$ cat src/rtl/ram_rd_resp_stream.sv
// Read-response streamer for port 0 of a banked 1RW+1W RAM.
// Latency: request accept at N -> response valid at N+2 (N+1 with the bypass build).
// Backpressure: requests stall on credit; accepted reads always have a FIFO slot reserved.
//
// Ports:
//   clk_i, reset_i                      clock, asynchronous active-high reset
//   rd_req_val_i/_addr_i/_tag_i/_rdy_o  read request stream
//   ram_v0_o, ram_w0_o, ram_addr0_o     RAM port-0 controls (write enable tied low)
//   ram_r0_data_i                       RAM port-0 read data, one cycle after issue
//   rd_resp_val_o/_data_o/_tag_o/_rdy_i response stream
//   occupancy_o                         queued responses plus the read in flight
//
// Optional build macro: RAM_RD_RESP_BYPASS_EN. When defined, a response whose
// read data arrives while the FIFO is empty is presented straight from the
// RAM in the same cycle, skipping the FIFO if the consumer takes it.
module ram_rd_resp_stream #(
    parameter int width_p     = 64,
    parameter int els_p       = 512,
    parameter int tag_width_p = 4,
    parameter int fifo_els_p  = 4,
    localparam int addr_width_lp = (els_p > 1) ? $clog2(els_p) : 1,
    localparam int occ_width_lp  = $clog2(fifo_els_p + 1)
) (
    input  logic                     clk_i,
    input  logic                     reset_i,

    input  logic                     rd_req_val_i,
    input  logic [addr_width_lp-1:0] rd_req_addr_i,
    input  logic [tag_width_p-1:0]   rd_req_tag_i,
    output logic                     rd_req_rdy_o,

    output logic                     ram_v0_o,
    output logic                     ram_w0_o,
    output logic [addr_width_lp-1:0] ram_addr0_o,
    input  logic [width_p-1:0]       ram_r0_data_i,

    output logic                     rd_resp_val_o,
    output logic [width_p-1:0]       rd_resp_data_o,
    output logic [tag_width_p-1:0]   rd_resp_tag_o,
    input  logic                     rd_resp_rdy_i,

    output logic [occ_width_lp-1:0]  occupancy_o
);

    localparam int ptr_width_lp = (fifo_els_p > 1) ? $clog2(fifo_els_p) : 1;
    localparam logic [occ_width_lp-1:0] fifo_els_lp  = occ_width_lp'(fifo_els_p);
    localparam logic [ptr_width_lp-1:0] last_ptr_lp  = ptr_width_lp'(fifo_els_p - 1);

    // Response storage
    logic [width_p-1:0]     data_mem [fifo_els_p];
    logic [tag_width_p-1:0] tag_mem  [fifo_els_p];

    logic [ptr_width_lp-1:0] wr_ptr_r;
    logic [ptr_width_lp-1:0] rd_ptr_r;
    logic [occ_width_lp-1:0] count_r;

    // The read issued last cycle and its tag
    logic                    inflight_r;
    logic [tag_width_p-1:0]  tag_r;

    logic                    accept;
    logic                    push;
    logic                    pop_fifo;
    logic                    bypass_act;
    logic                    bypass_pop;
    logic                    fifo_nonempty;
    logic [occ_width_lp-1:0] occ;

    // Pointers wrap at the FIFO depth, which need not be a power of two.
    function automatic logic [ptr_width_lp-1:0] ptr_inc(input logic [ptr_width_lp-1:0] p);
        return (p == last_ptr_lp) ? '0 : p + ptr_width_lp'(1);
    endfunction

    assign fifo_nonempty = (count_r != '0);
    assign pop_fifo      = fifo_nonempty & rd_resp_rdy_i;

`ifdef RAM_RD_RESP_BYPASS_EN
    assign bypass_act    = ~fifo_nonempty & inflight_r;
`else
    assign bypass_act    = 1'b0;
`endif
    assign bypass_pop    = bypass_act & rd_resp_rdy_i;

    // A bypassed response that the consumer takes never occupies a slot.
    assign push          = inflight_r & ~bypass_pop;

    // Credits: every accepted read reserves a slot, so the in-flight read
    // counts against the FIFO depth. A pop this cycle frees a slot in time
    // for a read accepted now, whose data lands two edges later at the earliest.
    assign occ           = count_r + occ_width_lp'(inflight_r);
    assign rd_req_rdy_o  = ~reset_i &
                           ((occ < fifo_els_lp) |
                            ((occ == fifo_els_lp) & (pop_fifo | bypass_pop)));
    assign accept        = rd_req_val_i & rd_req_rdy_o;

    assign ram_v0_o      = accept;
    assign ram_w0_o      = 1'b0;
    assign ram_addr0_o   = rd_req_addr_i;

    assign rd_resp_val_o  = fifo_nonempty | bypass_act;
    assign rd_resp_data_o = bypass_act ? ram_r0_data_i : data_mem[rd_ptr_r];
    assign rd_resp_tag_o  = bypass_act ? tag_r         : tag_mem[rd_ptr_r];
    assign occupancy_o    = occ;

    // In-flight tracking. Reset clears inflight_r so stale RAM data
    // present after reset is never captured.
    always_ff @(posedge clk_i or posedge reset_i) begin
        if (reset_i) begin
            inflight_r <= 1'b0;
            tag_r      <= '0;
        end else begin
            inflight_r <= accept;
            if (accept) begin
                tag_r <= rd_req_tag_i;
            end
        end
    end

    // FIFO control
    always_ff @(posedge clk_i or posedge reset_i) begin
        if (reset_i) begin
            wr_ptr_r <= '0;
            rd_ptr_r <= '0;
            count_r  <= '0;
        end else begin
            if (push) begin
                wr_ptr_r <= ptr_inc(wr_ptr_r);
            end
            if (pop_fifo) begin
                rd_ptr_r <= ptr_inc(rd_ptr_r);
            end
            case ({push, pop_fifo})
                2'b10:   count_r <= count_r + occ_width_lp'(1);
                2'b01:   count_r <= count_r - occ_width_lp'(1);
                default: count_r <= count_r;
            endcase
        end
    end

    // FIFO storage has no reset; contents are qualified by count_r.
    always_ff @(posedge clk_i) begin
        if (push) begin
            data_mem[wr_ptr_r] <= ram_r0_data_i;
            tag_mem[wr_ptr_r]  <= tag_r;
        end
    end

    // Credit accounting makes this unreachable.
    overflow_a: assert property (@(posedge clk_i) disable iff (reset_i)
        !(push && !pop_fifo && (count_r == fifo_els_lp)));

endmodule

$ cat config.mk
export PLATFORM = sky130hd
export DESIGN_NAME = ram_rd_resp_stream
export DESIGN_NICKNAME = d
export VERILOG_FILES = /design/src/rtl/ram_rd_resp_stream.sv
export SDC_FILE = /design/constraint.sdc
export NUM_CORES = 1
export LEC_CHECK = 0
export BUFFER_PORTS_ARGS = -buffer_cell sky130_fd_sc_hd__buf_2
export CORE_MARGIN = 1
export CORE_UTILIZATION = 25
export CTS_CLUSTER_DIAMETER = 30
export DETAILED_ROUTE_END_ITERATION = 12
export PLACE_DENSITY = 0.48
export SLEW_MARGIN = 20
export SYNTH_ARGS = -nofsm -noshare
export SYNTH_HDL_FRONTEND = slang
export SYNTH_SLANG_ARGS = --single-unit
$ cat constraint.sdc
create_clock -name clk_i -period 5.9 [get_ports clk_i]
set_input_delay 0.295 -clock clk_i [delete_from_list [all_inputs] [get_ports clk_i]]
set_output_delay 0.295 -clock clk_i [all_outputs]
set_load 0.01 [all_outputs]
==> results of run 1 <==
-- final timing paths --
check | startpoint | to | depth (start not counted)
worst max-delay path | rd_ptr_r[0]$_DFFE_PP0P_ | rd_resp_data_o[44] | 3
worst min-delay path | rd_resp_rdy_i | rd_ptr_r[0]$_DFFE_PP0P_ | 3
worst max register to register | rd_ptr_r[0]$_DFFE_PP0P_ | rd_ptr_r[1]$_DFFE_PP0P_ | 3
worst min register to register | tag_r[1]$_DFFE_PP0P_ | tag_mem[0][1]$_DFFE_PP_ | 0
max in group asynchronous | reset_i | rd_ptr_r[1]$_DFFE_PP0P_ | 3
min in group asynchronous | reset_i | tag_r[0]$_DFFE_PP0P_ | 3
-- cell type report --
cell class                 count  share of cell area [%]
inverter                       9                   0.227
clock buffer                  76                    11.7
tap                          532                    4.47
timing repair buffer         221                    10.0
clock inverter                45                    4.00
antenna                        1                  0.0168
multi-input combinational    104                    12.7
sequential                   284                    56.9
-- placed cells by master, fill, tap and decap left out, drive strengths merged --
cell | Yosys | final
dfrtp | 12 | 12
ha | 8 | 8
fa | 1 | 1
clkbuf | 5 | 76
conb | 1 | 1
o21ai | 2 | 2
nand2 | 3 | 3
a21o | 1 | 1
mux2i | 1 | 1
xnor2 | 1 | 1
nor3 | 1 | 1
mux2 | 5 | 5
mux4 | 68 | 68
diode | 0 | 1
nor2 | 1 | 1
inv | 9 | 13
buf | 21 | 151
nor4b | 1 | 1
bufinv | 0 | 12
dlygate4sd3 | 0 | 70
xor2 | 3 | 3
edfxtp | 272 | 272
or3 | 2 | 2
o2bb2ai | 1 | 1
and2 | 4 | 4
clkinvlp | 0 | 5
clkinv | 0 | 24
-- metal layers --
| metal | global-route usage (%) | part of all wire [%] |
|---|---|---|
| met1 | 13.4 | 43 |
| met5 | 0 | 0 |
| met3 | 3.80 | 6.5 |
| met4 | 5.82 | 2.8 |
| met2 | 17.5 | 48 |
-- worst max-delay path, cell delays in order (launching register included) --
cell	delay [ns]
dfrtp_4	1.03
buf_4	0.63
mux4_2	0.59
buf_2	0.15
-- kinds of logic after synthesis --
logic type	count (synthesis)
other cells	1
fa+ha+maj	9
mux	74
xor+xnor	4
flops	284
compound gates	4
buf+inv	35
simple gates	12
-- metrics by stage --
stage	std cells	setup WS, ns	hold slack (ns)
2_1_floorplan	423	3.25	0.160
3_3_place_gp	1079	3.07	0.351
3_5_place_dp	1079	3.04	0.378
4_1_cts	1270	2.43	0.119
5_1_grt	1272	2.32	0.171
6_report	1272	2.61	0.152
-- where the power goes --
| part | internal [mW] | switching [mW] |
|---|---|---|
| sequential | 2.47 | 0.207 |
| combinational | 0.773 | 0.727 |
| clock | 2.64 | 1.12 |
-- timing repair --
| item | CTS | global route |
|---|---|---|
| hold endpoints to repair | 273 | 0 |
| hold buffers | 70 | 0 |
| gates resized for setup | 0 | 0 |
-- state kept, by name (all words and copies together) (netlist names) --
| register | cells |
|---|---|
| count_r | 3 |
| data_mem | 256 |
| inflight_r | 1 |
| rd_ptr_r | 2 |
| tag_mem | 16 |
| tag_r | 4 |
| wr_ptr_r | 2 |
==> impl_metrics.toml, run 1 <==
[die]
die_w_um = 207
dieArea_mm2 = 0.0430
core_mm2 = 0.0412
die_h_um = 207
core.rowCount = 74
start_util_pct = 25.6
boundaryPins = 165

[run_status]
status = "complete, no violations"

[grt]
grt.total_usage_pct = 11.1
grt_max_degree = 71
grt_pass1_vias = 6153
antenna_found_initial = 1
grt_pass1_wl_um = 35800
grt-ovfl-total = 0

[logic_synthesis]
synth_compound_area_share_pct = 0.309
synth_xor_area_share_pct = 0.332
syn_inst = 423
synthMuxAreaShare_pct = 15.3
synth_nets = 513
avgSynthCellArea_um2 = 24.9
synth_fa_ha_area_share_pct = 1.14
ys_seq_area_share_pct = 80.3
synth_top_family_by_area = "multiplexers"
synth_common_cells = "edfxtp_1, mux4_2, dfrtp_1, buf_4, buf_2"
yosys_warnings = 0
synthArstFlopShare_pct = 4.23
syn-cell-area_mm2 = 0.0105
ys_types = 26
yosysTopAreaCell = "edfxtp_1"
synth-main-ff-cell = "edfxtp_1"
synth_most_common_cell = "edfxtp_1"
synth_edf_count = 272
synth_simple_gate_area_share_pct = 0.807
yosys_register_bits = 284
synth_top_area_share_pct = 77.5
ys_top_cells_by_area = "edfxtp_1, mux4_2, dfrtp_1, ha_1, buf_4"

[run]
drv_cap = 0

[power_and_ir_drop]
p_per_area_mw_per_mm2 = 533
vdd_drop_max_mv = 0.286
fin_total_pwr_mw = 7.94
p_leak_nw = 5.29

[sta]
fmax_mhz = 304
tns_ns = 0
maxSlewViolCount = 0
worstMarginPinSlew_ns = 0.944
skew_ns = 0.0212
rsz0062_at_grt = "no"
setup_viol = 0
max_slew_margin_pct = 37.1
finalCritPeriodShare_pct = 55.8
hold_viol_final = 0
min_period_ns = 3.29

[worst_setup_path]
crit_required_ns = 5.61
critPathCaptureType = "output port"
crit_type = "flip-flop to output port"
arrival_ns = 3.00
regToRegSetupSlack_ns = 3.53
cp-start-kind = "flip-flop"
path_max_fanout = 42

[route]
drc = 0
first_pass_iters = 5
num_vias = 5309
drtAntennaViolNets = 0
viasPerCell = 4.17
post_drt_wl_per_cell_um = 18.0
routed_wl_um = 22900
drt_iter0_drc = 217

[clock_tree]
htree_levels = 3
cts_tree = "built"
cts_setup_buffers = 0
cts_max_path_buffers = 3
clock_latency_ns = 0.56
cts_sinks = 284
path_clk_slew_ns = 0.04
numCtsBuffers = 66
cts-root-buf = "clkbuf_16"

[worst_hold_path]
worstHoldPathType = "primary input to flip-flop"

[placed_design]
routabilityCongestion = 0.647
dp_hpwl_um = 12900
port_buffers = 145
placed_cell_area_mm2 = 0.0118

[final_layout]
nFillCells = 3806
multi_input_area_mm2 = 0.00190
final_area_mm2 = 0.0149
post-route-util_pct = 36.2
regArea_mm2 = 0.00848
syn2layout_area_growth_pct = 41.4
layout-drive-gt1-share_pct = 46.1
final_nets = 776
Note: power is estimated with default switching activity, not from simulation.
==> run 2, diff against run 1 <==
==> constraint.sdc (replaced) <==
create_clock -name clk_i -period 3.5 [get_ports clk_i]
set_input_delay 0.175 -clock clk_i [delete_from_list [all_inputs] [get_ports clk_i]]
set_output_delay 0.175 -clock clk_i [all_outputs]
set_load 0.01 [all_outputs]
==> impl_metrics.toml, run 2 (synthesized netlist as in run 1, its figures left out) <==
[clock_tree]
postCtsHoldBufs = 75
cts_resized = 0
cts_setup_buffers = 0
cts_max_path_buffers = 3
clock_latency_ns = 0.57
cts-root-buf = "clkbuf_16"
numCtsBuffers = 69
cts_sinks = 284
htree_levels = 3
cts_tree = "built"
path_clk_slew_ns = 0.05

[sta]
tns_ns = 0
maxSlewViolCount = 0
fmax_mhz = 374
whs_ns = 0.237
hold_viol_final = 0
setup_viol = 0
skew_ns = 0.0242
finalCritPeriodShare_pct = 76.4
max_slew_margin_pct = 59.7
worstMarginPinSlew_ns = 0.605
min_period_ns = 2.67
rsz0062_at_grt = "no"

[route]
routed_wl_um = 22500
drt_iter0_drc = 211
post_drt_wl_per_cell_um = 17.6
num_vias = 5296
drtAntennaViolNets = 0
drc = 0
first_pass_iters = 4
viasPerCell = 4.13

[worst_hold_path]
worstHoldPathType = "primary input to asynchronous set/reset pin"

[final_layout]
top_regs = "data_mem (256), tag_mem (16), tag_r (4)"
multi_input_area_mm2 = 0.00190
diodes = 0
top_register = "data_mem"
layout_commonest_cell = "edfxtp_1"
final_nets = 785
largest_reg_flops = 256
layout_common_cells = "edfxtp_1, buf_2, dlygate4sd3_1"
syn2layout_area_growth_pct = 41.8
layout-drive-gt1-share_pct = 45.8
nFillCells = 3773
final_area_mm2 = 0.0150
regArea_mm2 = 0.00848
post-route-util_pct = 36.3

[die]
boundaryPins = 165
core_mm2 = 0.0412
core.rowCount = 74
die_h_um = 207
die_w_um = 207
dieArea_mm2 = 0.0430
start_util_pct = 25.6

[grt]
grt_max_degree = 69
grt_pass1_wl_um = 35100
antenna_found_initial = 0
grt-ovfl-total = 0
grt_pass1_vias = 6129
grt.total_usage_pct = 10.9

[power_and_ir_drop]
p_switching_mw = 3.51
vdd_drop_max_mv = 0.373
seqPwrFrac_pct = 33.9
comb_power_share_pct = 20.1
p_int_mw = 9.65
p_per_area_mw_per_mm2 = 880
p_leak_nw = 5.32
clock_power_share_pct = 46.1
switching_share_pct = 26.7

[worst_setup_path]
crit_required_ns = 3.32
path_max_fanout = 26
crit-reg2reg-launch = "inflight_r$_DFF_PP0_"
critPathCaptureType = "output port"
crit_type = "flip-flop to output port"
cp-start-kind = "flip-flop"
reg2regPathDepth = 7
r2r-end = "tag_r[3]$_DFFE_PP0P_"
arrival_ns = 2.50
regToRegSetupSlack_ns = 0.95

[placed_design]
port_buffers = 145
dp_hpwl_um = 12700
routabilityCongestion = 0.687
placed_cell_area_mm2 = 0.0119

[run_status]
status = "complete, no violations"

[run]
drv_cap = 0
run 2: critical path, stage by stage (launching register included):
cell and delay [ns]:
dfrtp_4 0.77, buf_4 0.42, mux4_2 0.56, buf_2 0.16
run 2: power groups by stage:
| stage | Combinational (mW) | Clock, mW | Sequential, mW |
|---|---|---|---|
| after floorplan | 1.79 | 0 | 4.31 |
| after global placement | 2.54 | 0 | 4.50 |
| after CTS | 2.71 | 6.22 | 4.48 |
| after global routing | 2.87 | 6.39 | 4.52 |
| after detailed placement | 2.59 | 0 | 4.54 |
| final | 2.64 | 6.07 | 4.46 |
run 2: worst max path at each step:
stage	slack, ns	cells after the start	startpoint	endpoint
floorplan	0.85	3	wr_ptr_r[0]$_DFFE_PP0P_	data_mem[0][0]$_DFFE_PP_
finish	0.83	3	rd_ptr_r[0]$_DFFE_PP0P_	rd_resp_data_o[31]
detailed placement	1.32	3	rd_ptr_r[0]$_DFFE_PP0P_	rd_resp_data_o[28]
global placement	1.37	3	rd_ptr_r[0]$_DFFE_PP0P_	rd_resp_data_o[33]
CTS	0.71	3	rd_ptr_r[0]$_DFFE_PP0P_	rd_resp_data_o[28]
global route	0.62	3	rd_ptr_r[0]$_DFFE_PP0P_	rd_resp_data_o[28]
run 2: metrics by stage:
step / power, mW / std cells / setup slack, ns
after CTS: 13.4 / 1282 / 0.706
after global routing: 13.8 / 1283 / 0.617
final: 13.2 / 1283 / 0.826
after detailed placement: 7.13 / 1080 / 1.32
after global placement: 7.05 / 1080 / 1.37
after floorplan: 6.10 / 423 / 0.853
run 2: layout make-up:
cell class,count,share of cell area (%)
clock buffers,80,12.0
clock inverters,47,3.20
flip-flops and latches,284,56.7
multi-input cells,104,12.7
repair buffers,227,10.8
inverters,9,0.226
well taps,532,4.45
run 2: per-layer routing:
metal | up-vias | part of all wire [%] | track usage, %
met4 | 0 | 2.6 | 5.97
met2 | 143 | 51 | 18.0
met3 | 48 | 5.5 | 3.63
met1 | 2748 | 41 | 12.3
li1 | 2357 | - | -
met5 | - | 0 | 0
==> run 3, diff against run 2 <==
--- a/config.mk
+++ b/config.mk
@@ -5,6 +5,7 @@
 export SDC_FILE = /design/constraint.sdc
 export NUM_CORES = 1
 export LEC_CHECK = 0
+export ABC_AREA = 1
 export BUFFER_PORTS_ARGS = -buffer_cell sky130_fd_sc_hd__buf_2
 export CORE_MARGIN = 1
 export CORE_UTILIZATION = 25
==> constraint.sdc (replaced) <==
create_clock -name clk_i -period 2.6 [get_ports clk_i]
set_input_delay 0.13 -clock clk_i [delete_from_list [all_inputs] [get_ports clk_i]]
set_output_delay 0.13 -clock clk_i [all_outputs]
set_load 0.01 [all_outputs]
==> impl_metrics.toml, run 3 <==
[run_status]
status = "complete, no violations"

[clock_tree]
path_clk_slew_ns = 0.05
htree_levels = 2
cts_setup_buffers = 0
cts_max_path_buffers = 3
cts_sinks = 284
numCtsBuffers = 60
clock_latency_ns = 0.57
cts_tree = "built"
cts-root-buf = "clkbuf_16"

[final_layout]
top_register = "data_mem"
final_nets = 1077
syn2layout_area_growth_pct = 37.4
final_area_mm2 = 0.0149
largest_reg_flops = 256
top_regs = "data_mem (256), tag_mem (16), tag_r (4)"
layout_commonest_cell = "edfxtp_1"
layout_common_cells = "edfxtp_1, buf_2, nor2_1"
instances_no_fill = 1619
post-route-util_pct = 34.7
diodes = 0
layout-drive-gt1-share_pct = 26.3

[sta]
fmax_mhz = 404
worstMarginPinSlew_ns = 0.662
timing.final.ws_setup_ns = 0.127
finalCritPeriodShare_pct = 95.1
whs_ns = 0.138
min_period_ns = 2.47
skew_ns = 0.0144
tns_ns = 0
hold_viol_final = 0
setup_viol = 0
maxSlewViolCount = 0
max_slew_margin_pct = 55.8
rsz0062_at_grt = "no"

[worst_setup_path]
crit_required_ns = 2.47
cp-start-kind = "flip-flop"
crit_chain = "buf_12 -> o21ai_0 -> o22ai_1 -> buf_2"
critPathBufInv = 2
critPathTopFamily = "buffers and inverters"
arrival_ns = 2.34
max_stage_delay_ns = 0.45
crit_type = "flip-flop to output port"
slowest_stage = "buf_12"
critPathCaptureType = "output port"
path_max_fanout = 138

[grt]
antenna_found_initial = 1
grt_pass1_wl_um = 41200
grt_max_degree = 139
grt_pass1_vias = 7080
grt-ovfl-total = 0
grt.total_usage_pct = 12.1

[logic_synthesis]
synth_most_common_cell = "edfxtp_1"
ys_types = 27
synth_nets = 834
synthArstFlopShare_pct = 4.23
synth_top_area_share_pct = 75.2
synth_common_cells = "edfxtp_1, nor2_1, o21ai_0, o22ai_1, o21ai_1"
yosys_register_bits = 284
syn-cell-area_mm2 = 0.0109
ys_top_cells_by_area = "edfxtp_1, nor2_1, o22ai_1, o21ai_0, o21ai_1"
yosys_warnings = 0
ys_seq_area_share_pct = 78.0
avgSynthCellArea_um2 = 14.6
yosysTopAreaCell = "edfxtp_1"
synth-main-ff-cell = "edfxtp_1"
syn_inst = 744
synth_edf_count = 272

[route]
viasPerCell = 4.26
num_vias = 6898
post_drt_wl_per_cell_um = 16.6
first_pass_iters = 4
routed_wl_um = 27000
drtAntennaViolNets = 0
drc = 0
drt_iter0_drc = 305

[run]
drv_cap = 0

[die]
start_util_pct = 25.3
dieArea_mm2 = 0.0443
core_mm2 = 0.0430
core.rowCount = 76
die_h_um = 210
die_w_um = 210
boundaryPins = 165

[worst_hold_path]
worstHoldPathType = "primary input to asynchronous set/reset pin"

[placed_design]
placed_cells = 1435
dp_hpwl_um = 14500
placed_cell_area_mm2 = 0.0122
routabilityCongestion = 0.692
port_buffers = 145
dpl_worst_slack_ns = 0.643

[power_and_ir_drop]
vdd_drop_max_mv = 0.665
p_leak_nw = 5.29
fin_total_pwr_mw = 17.8
p_per_area_mw_per_mm2 = 1190
## run 3: path summary, 6_finish.rpt
kind                       cells after the start  slack, ns               startpoint                       to
setup / recovery                               4       0.13  rd_ptr_r[0]$_DFFE_PP0P_        rd_resp_data_o[1]
hold / removal                                 4       0.14                  reset_i     tag_r[0]$_DFFE_PP0P_
setup reg to reg                               8       0.49     inflight_r$_DFF_PP0_     tag_r[3]$_DFFE_PP0P_
hold reg to reg                                1       0.52  wr_ptr_r[0]$_DFFE_PP0P_  wr_ptr_r[0]$_DFFE_PP0P_
max in group asynchronous                      4       2.24                  reset_i  rd_ptr_r[0]$_DFFE_PP0P_
min in group clk_i                             0       0.26         rd_req_addr_i[2]           ram_addr0_o[2]
## run 3: area by class of cell
class,count,area (um2)
Fill cell,4251,28100
Multi-Input combinational cell,390,1950
Sequential cell,284,8470
Tap cell,585,732
Clock buffer,67,1550
Timing Repair Buffer,236,1730
Clock inverter,42,428
Inverter,15,63.8
## run 3: logic make-up after synthesis
| group | count (synthesis) | synth area share (%) |
|---|---|---|
| flip-flops | 284 | 78.0 |
| AO/OA/AOI/OAI | 214 | 10.7 |
| AND/OR/NAND/NOR | 163 | 5.82 |
| buffers and inverters | 70 | 4.10 |
| adder cells (fa/ha/maj) | 9 | 1.11 |
| XOR/XNOR | 3 | 0.311 |
| other | 1 | 0.0345 |
## run 3: tightest hold or removal path: stages
cell and delay [ns]:
dlygate4sd3_1 0.53, buf_2 0.13, inv_1 0.04, buf_4 0.24
## run 3: power breakdown
part           switching [mW]  total (mW)  internal (mW)
logic                    3.06        4.72           1.66
clock network            2.41        7.27           4.86
registers               0.223        5.79           5.57
total                    5.70        17.8           12.1
## run 3: repair_timing
action	4_1_cts	5_1_grt
hold endpoints to repair	274	0
setup endpoints to repair	0	1
hold buffers	75	0
resized for setup	0	1
## run 3: metal layers
metal	vias up	part of all wire (%)	GRT usage, %
met5	-	0.052	0
met4	2	2.2	4.47
met3	47	4.3	2.82
met2	151	46	19.0
met1	3408	47	16.3
li1	3290	-	-
